<file path="config.mk">
export PLATFORM = sky130hd
export DESIGN_NAME = qam_tx_out_buffer
export DESIGN_NICKNAME = d
export VERILOG_FILES = /design/src/rtl/qam_tx_out_buffer.sv
export SDC_FILE = /design/constraint.sdc
export NUM_CORES = 1
export LEC_CHECK = 0
export ABC_AREA = 0
export ABC_CLOCK_PERIOD_IN_PS = 2600
export CORE_ASPECT_RATIO = 1.4
export CORE_MARGIN = 2
export CORE_UTILIZATION = 52
export DETAILED_ROUTE_END_ITERATION = 7
export GPL_TIMING_DRIVEN = 1
export PLACE_DENSITY = 0.74
export SYNTH_ARGS = -nofsm -noshare
export SYNTH_HDL_FRONTEND = slang
export SYNTH_SLANG_ARGS = --single-unit
</file>
<file path="constraint.sdc">
create_clock -name clk -period 2.6 [get_ports clk]
set_clock_uncertainty 0.05 [all_clocks]
set_input_delay 0.39 -clock clk [delete_from_list [all_inputs] [get_ports clk]]
set_output_delay 0.39 -clock clk [all_outputs]
set_load 0.005 [all_outputs]
</file>
<file path="src/rtl/qam_tx_out_buffer.sv">
// Output buffer for the 16-QAM transmit chain: drops start-up samples,
// scales/saturates to DAC width, and buffers into a valid/ready FIFO.
module qam_tx_out_buffer #(
    parameter int unsigned IN_W  = 65,
    parameter int unsigned OUT_W = 16,
    parameter int unsigned SHIFT = 32,
    parameter int unsigned DEPTH = 16,
    parameter int unsigned SKIP  = 4
) (
    input  logic                     clk,
    input  logic                     reset,
    input  logic [IN_W-1:0]          in_data,
    input  logic                     in_valid,
    output logic [OUT_W-1:0]         out_data,
    output logic                     out_valid,
    input  logic                     out_ready,
    output logic [$clog2(DEPTH):0]   level,
    output logic                     sat_pulse,
    output logic                     overflow,
    output logic                     warm
);

    localparam int unsigned AW    = $clog2(DEPTH);
    localparam int unsigned LVL_W = AW + 1;
    localparam int unsigned CNT_W = (SKIP < 1) ? 1 : $clog2(SKIP + 1);

    localparam logic [OUT_W-1:0] POS_MAX = {1'b0, {(OUT_W-1){1'b1}}};
    localparam logic [OUT_W-1:0] NEG_MIN = {1'b1, {(OUT_W-1){1'b0}}};

    // Skip / warm-up state
    logic [CNT_W-1:0] cnt_q, cnt_d;
    logic             warm_q, warm_d;

    // Stage 1 registers
    logic [OUT_W-1:0] s1_data_q, s1_data_d;
    logic             s1_valid_q, s1_valid_d;
    logic             s1_clip_q, s1_clip_d;

    // FIFO state
    logic [OUT_W-1:0] mem_q [DEPTH];
    logic [AW-1:0]    wr_ptr_q, wr_ptr_d;
    logic [AW-1:0]    rd_ptr_q, rd_ptr_d;
    logic [LVL_W-1:0] level_q, level_d;
    logic             overflow_q, overflow_d;

    logic signed [IN_W-1:0] scaled_c;
    logic                   pos_clip_c;
    logic                   neg_clip_c;
    logic                   full_c;
    logic                   pop_c;
    logic                   wr_en_c;
    logic                   skip_last_c;

    // Scale, saturate and track warm-up; compute next-state for all flops
    always_comb begin
        cnt_d       = cnt_q;
        warm_d      = warm_q;
        s1_data_d   = s1_data_q;
        s1_valid_d  = 1'b0;
        s1_clip_d   = 1'b0;
        wr_ptr_d    = wr_ptr_q;
        rd_ptr_d    = rd_ptr_q;
        level_d     = level_q;
        overflow_d  = overflow_q;

        scaled_c    = $signed(in_data) >>> SHIFT;
        // Out of range when the bits above the output sign differ from the sign
        pos_clip_c  = !scaled_c[IN_W-1] && (|scaled_c[IN_W-2:OUT_W-1]);
        neg_clip_c  = scaled_c[IN_W-1] && !(&scaled_c[IN_W-2:OUT_W-1]);
        skip_last_c = (SKIP != 0) && (cnt_q == CNT_W'(SKIP - 1));

        full_c  = (level_q == LVL_W'(DEPTH));
        pop_c   = (level_q != '0) && out_ready;
        wr_en_c = s1_valid_q && (!full_c || pop_c);

        // Warm-up: discard samples; warm rises together with the final count
        if (in_valid && !warm_q) begin
            cnt_d = cnt_q + CNT_W'(1);
            if (skip_last_c) begin
                warm_d = 1'b1;
            end
        end

        if (in_valid && warm_q) begin
            s1_valid_d = 1'b1;
            s1_clip_d  = pos_clip_c || neg_clip_c;
            if (pos_clip_c) begin
                s1_data_d = POS_MAX;
            end else if (neg_clip_c) begin
                s1_data_d = NEG_MIN;
            end else begin
                s1_data_d = scaled_c[OUT_W-1:0];
            end
        end

        if (wr_en_c) begin
            wr_ptr_d = wr_ptr_q + AW'(1);
        end
        if (pop_c) begin
            rd_ptr_d = rd_ptr_q + AW'(1);
        end
        if (wr_en_c && !pop_c) begin
            level_d = level_q + LVL_W'(1);
        end else if (!wr_en_c && pop_c) begin
            level_d = level_q - LVL_W'(1);
        end
        if (s1_valid_q && full_c && !pop_c) begin
            overflow_d = 1'b1;
        end
    end

    // Control and datapath registers with synchronous reset
    always_ff @(posedge clk) begin
        if (reset) begin
            cnt_q      <= '0;
            warm_q     <= (SKIP == 0);
            s1_data_q  <= '0;
            s1_valid_q <= 1'b0;
            s1_clip_q  <= 1'b0;
            wr_ptr_q   <= '0;
            rd_ptr_q   <= '0;
            level_q    <= '0;
            overflow_q <= 1'b0;
        end else begin
            cnt_q      <= cnt_d;
            warm_q     <= warm_d;
            s1_data_q  <= s1_data_d;
            s1_valid_q <= s1_valid_d;
            s1_clip_q  <= s1_clip_d;
            wr_ptr_q   <= wr_ptr_d;
            rd_ptr_q   <= rd_ptr_d;
            level_q    <= level_d;
            overflow_q <= overflow_d;
        end
    end

    // Sample storage; contents are qualified by level so no reset needed
    always_ff @(posedge clk) begin
        if (wr_en_c) begin
            mem_q[wr_ptr_q] <= s1_data_q;
        end
    end

    assign out_valid = (level_q != '0);
    assign out_data  = out_valid ? mem_q[rd_ptr_q] : '0;
    assign level     = level_q;
    assign sat_pulse = s1_clip_q;
    assign overflow  = overflow_q;
    assign warm      = warm_q;

endmodule

</file>
# Yosys cells after proc, flatten, opt, wreduce, memory -nomap -nowiden
# Memories as Yosys holds them, arrays and structs flattened. A register that Yosys moved wholly into a read port is not among the register bits.
# Cells that the tools add are included.
[classes]
add_sub_neg = 5
n_eq_ne = 2
n_mux = 10
n_bitwise = 1
n_reduce_logical = 24
[ops]
columns = ["cell", "count"]
rows = [
  ["two-way mux 16 bit", 3],
  ["AND reduction 18 bit", 1],
  ["OR reduction 18 bit", 1],
  ["logical AND 1 bit", 10],
  ["two-way mux 5 bit", 2],
  ["adder 4 x 1 -> 4 bit, second input constant", 2],
  ["two-way mux 4 bit", 2],
  ["zero test 1 bit", 6],
  ["adder 5 x 1 -> 5 bit, second input constant", 1],
  ["== test 5 bit, second input constant", 1],
  ["nonzero test 5 bit", 1],
  ["subtractor 5 x 1 -> 5 bit, second input constant", 1],
  ["adder 3 x 1 -> 3 bit, second input constant", 1],
  ["== test 3 x 2 -> 1 bit, second input constant", 1],
  ["two-way mux 1 bit", 3],
  ["logical OR 1 bit", 2],
  ["AND reduction 2 bit", 1],
  ["nonzero test 2 bit", 1],
  ["OR reduction 2 bit", 1],
  ["NOT 1 bit", 1],
]
[word_totals]
reg_bits = 36
ramBits = 256
word_cells = 52
n_memories = 1
[memory_table]
columns = ["name", "words", "width", "rd", "rd_clocked_by_memory_dff", "write_ports", "line", "rtl"]
rows = [
  ["mem_q", 16, 16, 1, 1, 1, "40", "logic [OUT_W-1:0] mem_q [DEPTH];"],
]

# Depth between registers and ports, before layout
[depth]
word_depth = 8
depth_mapped = 11
mapped_depth_nobuf = 11

# Least setup slack after synthesis
# Ideal clock, no wire load.
[synth_path]
path_type = "flip-flop to flip-flop"
start = "reg level_q[0] (netlist: level[0])"
end = "reg level_q[4] (netlist: level[4])"
arrival_ps = 2523
required_time_ps = 2429
slack_ps = -94
path_stages_with_launch = 11
synth_period_minus_slack_ps = 2694
cell_sequence = "dfxtp_1 -> nor4_2 -> nand2b_1 -> nand2_1 -> ha_1 -> inv_1 -> ha_1 -> a21o_1 -> a21oi_1 -> mux2i_1 -> mux2_2"
[synth_via]
elab_chain_cells = 7
[synth_lines]
columns = ["item", "line", "rtl"]
rows = [
  ["start: declaration", "43", "logic [LVL_W-1:0] level_q, level_d;"],
  ["start signal: assignment", "132", "level_q <= level_d;"],
  ["nonzero test 5 bit *", "-", ""],
  ["net out_valid", "15", "output logic out_valid,"],
  ["logical AND 1 bit *", "73", "pop_c = (level_q != '0) && out_ready;"],
  ["logical OR 1 bit", "74", "wr_en_c = s1_valid_q && (!full_c || pop_c);"],
  ["logical AND 1 bit", "74", ""],
  ["zero test 1 bit", "104", "end else if (!wr_en_c && pop_c) begin"],
  ["logical AND 1 bit", "104", ""],
  ["nonzero test 2 bit (no source line)", "-", ""],
]
# The timed path passes the listed nets; every way through them passes the cells marked *. The select of a mux whose other input is x is not followed.
# A chain may end at the register's enable or synchronous reset.

==> results.sh <==
export IMPL_grt_pass1_wl_um=37310
export IMPL_cts_path_max_buffers=3
export IMPL_leakage_nw=5.053
export IMPL_p_per_area_mw_per_mm2=780.5
export IMPL_fmax_ghz=0.3658
export IMPL_clock_latency_ps=540
export IMPL_core_mm2=0.02178
export IMPL_synth_avg_cell_area_um2=18.76
export IMPL_die_y_um=179.8
export IMPL_drtPass1Iterations=5
export IMPL_syn2layout_area_growth_pct=22.76
export IMPL_total_power_w=0.01100
export IMPL_ios=94
export IMPL_via_per_inst=5.774
export IMPL_synth_xor_area_share_pct=0.6865
export IMPL_dp_hpwl_um=15350
export IMPL_cp_end_kind="primary output"
export IMPL_post_route_period_util_pct=105.1
export IMPL_cp_max_fo=5
export IMPL_synth_warnings=0
export IMPL_synth_area_mux_share_pct=15.70
export IMPL_relSlewSlack_pct=12.89
export IMPL_num_vias=6172
export IMPL_h_tree_depth=1
export IMPL_cts_sinks=296
export IMPL_cp_arrival_ps=2290
export IMPL_routedWlPerCell_um=22.91
export IMPL_ant_nets=0
export IMPL_dieArea_mm2=0.02330
export IMPL_nFillCells=1476
export IMPL_tns_ps=-945.3
export IMPL_ys_ff_latch=296
export IMPL_outcome="complete, but fails checks"
export IMPL_fin_nets=834
export IMPL_setup_violations=14
export IMPL_grt_max_degree=51
export IMPL_cts_buffers=27
export IMPL_hold_path_class="in -> reg"
export IMPL_gp_congestion=0.8125
export IMPL_ctsHoldBuffers=0
export IMPL_num_rows=64
export IMPL_initial_core_util_pct=52.72
export IMPL_drc_errors=0
export IMPL_required_ps=2160
export IMPL_syn_area_mm2=0.01148
export IMPL_violations="setup timing"
export IMPL_worstMarginPinSlew_ps=1307
export IMPL_peakVddDrop_mv=0.5269
export IMPL_synth_compound_area_share_pct=2.648
export IMPL_drive_above_1_share_pct=30.18
export IMPL_drtIter0Drc=579
export IMPL_setup_ws_ps=-133.8
export IMPL_grt_antenna_before_repair=0
export IMPL_yosysUniqueCellTypes=39
export IMPL_hold_violations=0
export IMPL_synthCells=612
export IMPL_routed_wl_um=24490
export IMPL_startpoint_type="flop"
export IMPL_slew_violations=0
export IMPL_synth_fa_ha_area_share_pct=1.482
export IMPL_antennaDiodeCount=0
export IMPL_min_period_ps=2734
export IMPL_seq_area_frac_synth_pct=73.92
export IMPL_clock_tree_root_cell="clkbuf_16"
export IMPL_synth_top_family_by_area="multiplexers"
export IMPL_grt_usage_pct=21.52
export IMPL_grt_setup_unrepaired="true"
export IMPL_path_class="reg -> out"
export IMPL_die_x_um=129.6
export IMPL_grt_pass1_vias=6582
export IMPL_numPortBuffers=61
export IMPL_grt_overflow=0
export IMPL_path_clk_slew_ps=60
export IMPL_cts_tree="done"
export IMPL_cap_violations=0
export IMPL_synth_simple_area_share_pct=4.097
export IMPL_syn_nets=694
[cells in the final DEF, fill, tap and decap left out, drive strengths merged, types with 2 or more instances in the layout]
cell type | synthesis | layout
xor2 | 7 | 7
mux2i | 35 | 35
inv | 10 | 11
buf | 13 | 93
nand4 | 4 | 4
nor3 | 6 | 6
ha | 12 | 12
clkbuf | 16 | 34
o22ai | 16 | 16
bufinv | 0 | 2
a21oi | 10 | 10
nand2b | 4 | 4
dfxtp | 40 | 40
edfxtp | 256 | 256
xnor2 | 2 | 2
mux4 | 64 | 64
a31oi | 2 | 2
nor2b | 2 | 2
clkdlybuf4s50 | 0 | 45
clkinv | 0 | 12
or4 | 3 | 3
nand3 | 5 | 5
nand2 | 28 | 28
nor2 | 51 | 51
o21ai | 16 | 16
[routing by layer]
metal,track usage (%),vias to the layer above,wire length [µm]
met5,0,-,0
li1,-,2714,-
met2,36.94,233,13020
met1,28.17,3169,9319
met3,2.649,56,1337
met4,7.871,0,810
[critical path: stages, from the launching register on]
cell     delay (ps)
dfxtp_4         410
buf_4           140
buf_6           120
buf_12          120
mux4_2          530
mux2i_1         180
o22ai_1         110
buf_2           160
[synthesized netlist by cell type (all sizes together)]
cell / n / area [µm²]
a211oi: 1 / 7.510
a21boi: 1 / 7.510
a21o: 1 / 7.510
a21oi: 10 / 50.05
a31oi: 2 / 33.78
a41oi: 1 / 8.760
and4: 1 / 8.760
buf: 13 / 68.82
clkbuf: 16 / 61.30
dfxtp: 40 / 800.8
edfxtp: 256 / 7687
fa: 1 / 20.02
ha: 12 / 150.1
inv: 10 / 37.54
mux2: 1 / 11.26
mux2i: 35 / 350.3
mux4: 64 / 1441
nand2: 28 / 105.1
nand2b: 4 / 25.02
nand3: 5 / 25.02
nand4: 4 / 25.02
nor2: 51 / 196.4
nor2b: 2 / 12.51
nor3: 6 / 30.03
nor4: 1 / 12.51
o21ai: 16 / 80.08
o22ai: 16 / 100.1
o41ai: 1 / 8.760
or3: 1 / 6.260
or4: 3 / 23.77
xnor2: 2 / 17.52
xor2: 7 / 61.31
[power by group]
group / switching [W] / total [W] / internal, W
Clock: 0.00163 / 0.00373 / 0.00210
Combinational: 0.000904 / 0.00207 / 0.00116
Sequential: 0.0000622 / 0.00520 / 0.00514
Total: 0.00259 / 0.0110 / 0.00841
[per-stage QoR]
step / std cells / area, µm² / setup WS (ps) / hold WS (ps) / utilization (%)
after floorplan: 612 / 11510 / -44.44 / 409.1 / -
after global placement: 992 / 12860 / -120.4 / 418.7 / 59.06
after detailed placement: 992 / 12860 / -292.5 / 457.9 / 59.06
after CTS: 1064 / 14020 / -168.6 / 380.1 / 64.37
after global routing: 1069 / 14100 / -216.3 / 405.3 / 64.72
final: 1069 / 14100 / -133.8 / 397.9 / 64.72
[state kept, by name (all words and copies together), names as in the netlist, named ones only]
signal	cells
s1_data_q	16
overflow	1
s1_valid_q	1
warm	1
wr_ptr_q	4
sat_pulse	1
rd_ptr_q	4
cnt_q	3
level	5
mem_q	256
[what timing repair did]
action | 4_1_cts | 5_1_grt
endpoints found under the setup margin | 16 | 17
gates cloned | 1 | 1
setup buffers | 23 | 10
pin swaps | 13 | 17
resized for setup | 86 | 29
[layout make-up]
| type | instances | area [µm²] | share of cell area [%] |
|---|---|---|---|
| multi-input cells | 277 | 2970 | 21.07 |
| clock inverters | 16 | 131.4 | 0.9320 |
| flip-flops and latches | 296 | 8497 | 60.28 |
| repair buffers | 140 | 1390 | 9.862 |
| well taps | 297 | 371.6 | 2.636 |
| clock buffers | 33 | 698.2 | 4.953 |
| inverters | 10 | 37.54 | 0.2663 |
[path summary, 6_finish.rpt]
| path | start | to | slack (ps) | depth (start not counted) |
|---|---|---|---|---|
| worst max-delay path | flop | out_data[2] | -130 | 7 |
| worst min-delay path | in_data[40] | s1_data_q[8] | 400 | 3 |
| worst max register to register | level[2] | level[4] | 90 | 11 |
| worst min register to register | cnt_q[2] | cnt_q[2] | 470 | 2 |
[cells by family (layout without fill, tap and decap cells)]
logic type,count (synthesis),in the layout
AO/OA/AOI/OAI,49,49
XOR/XNOR,9,9
adder cells (fa/ha/maj),13,13
buffers and inverters,39,199
flip-flops,296,296
multiplexers,100,100
AND/OR/NAND/NOR,106,106
No activity file was read; power rests on OpenSTA's default activity.
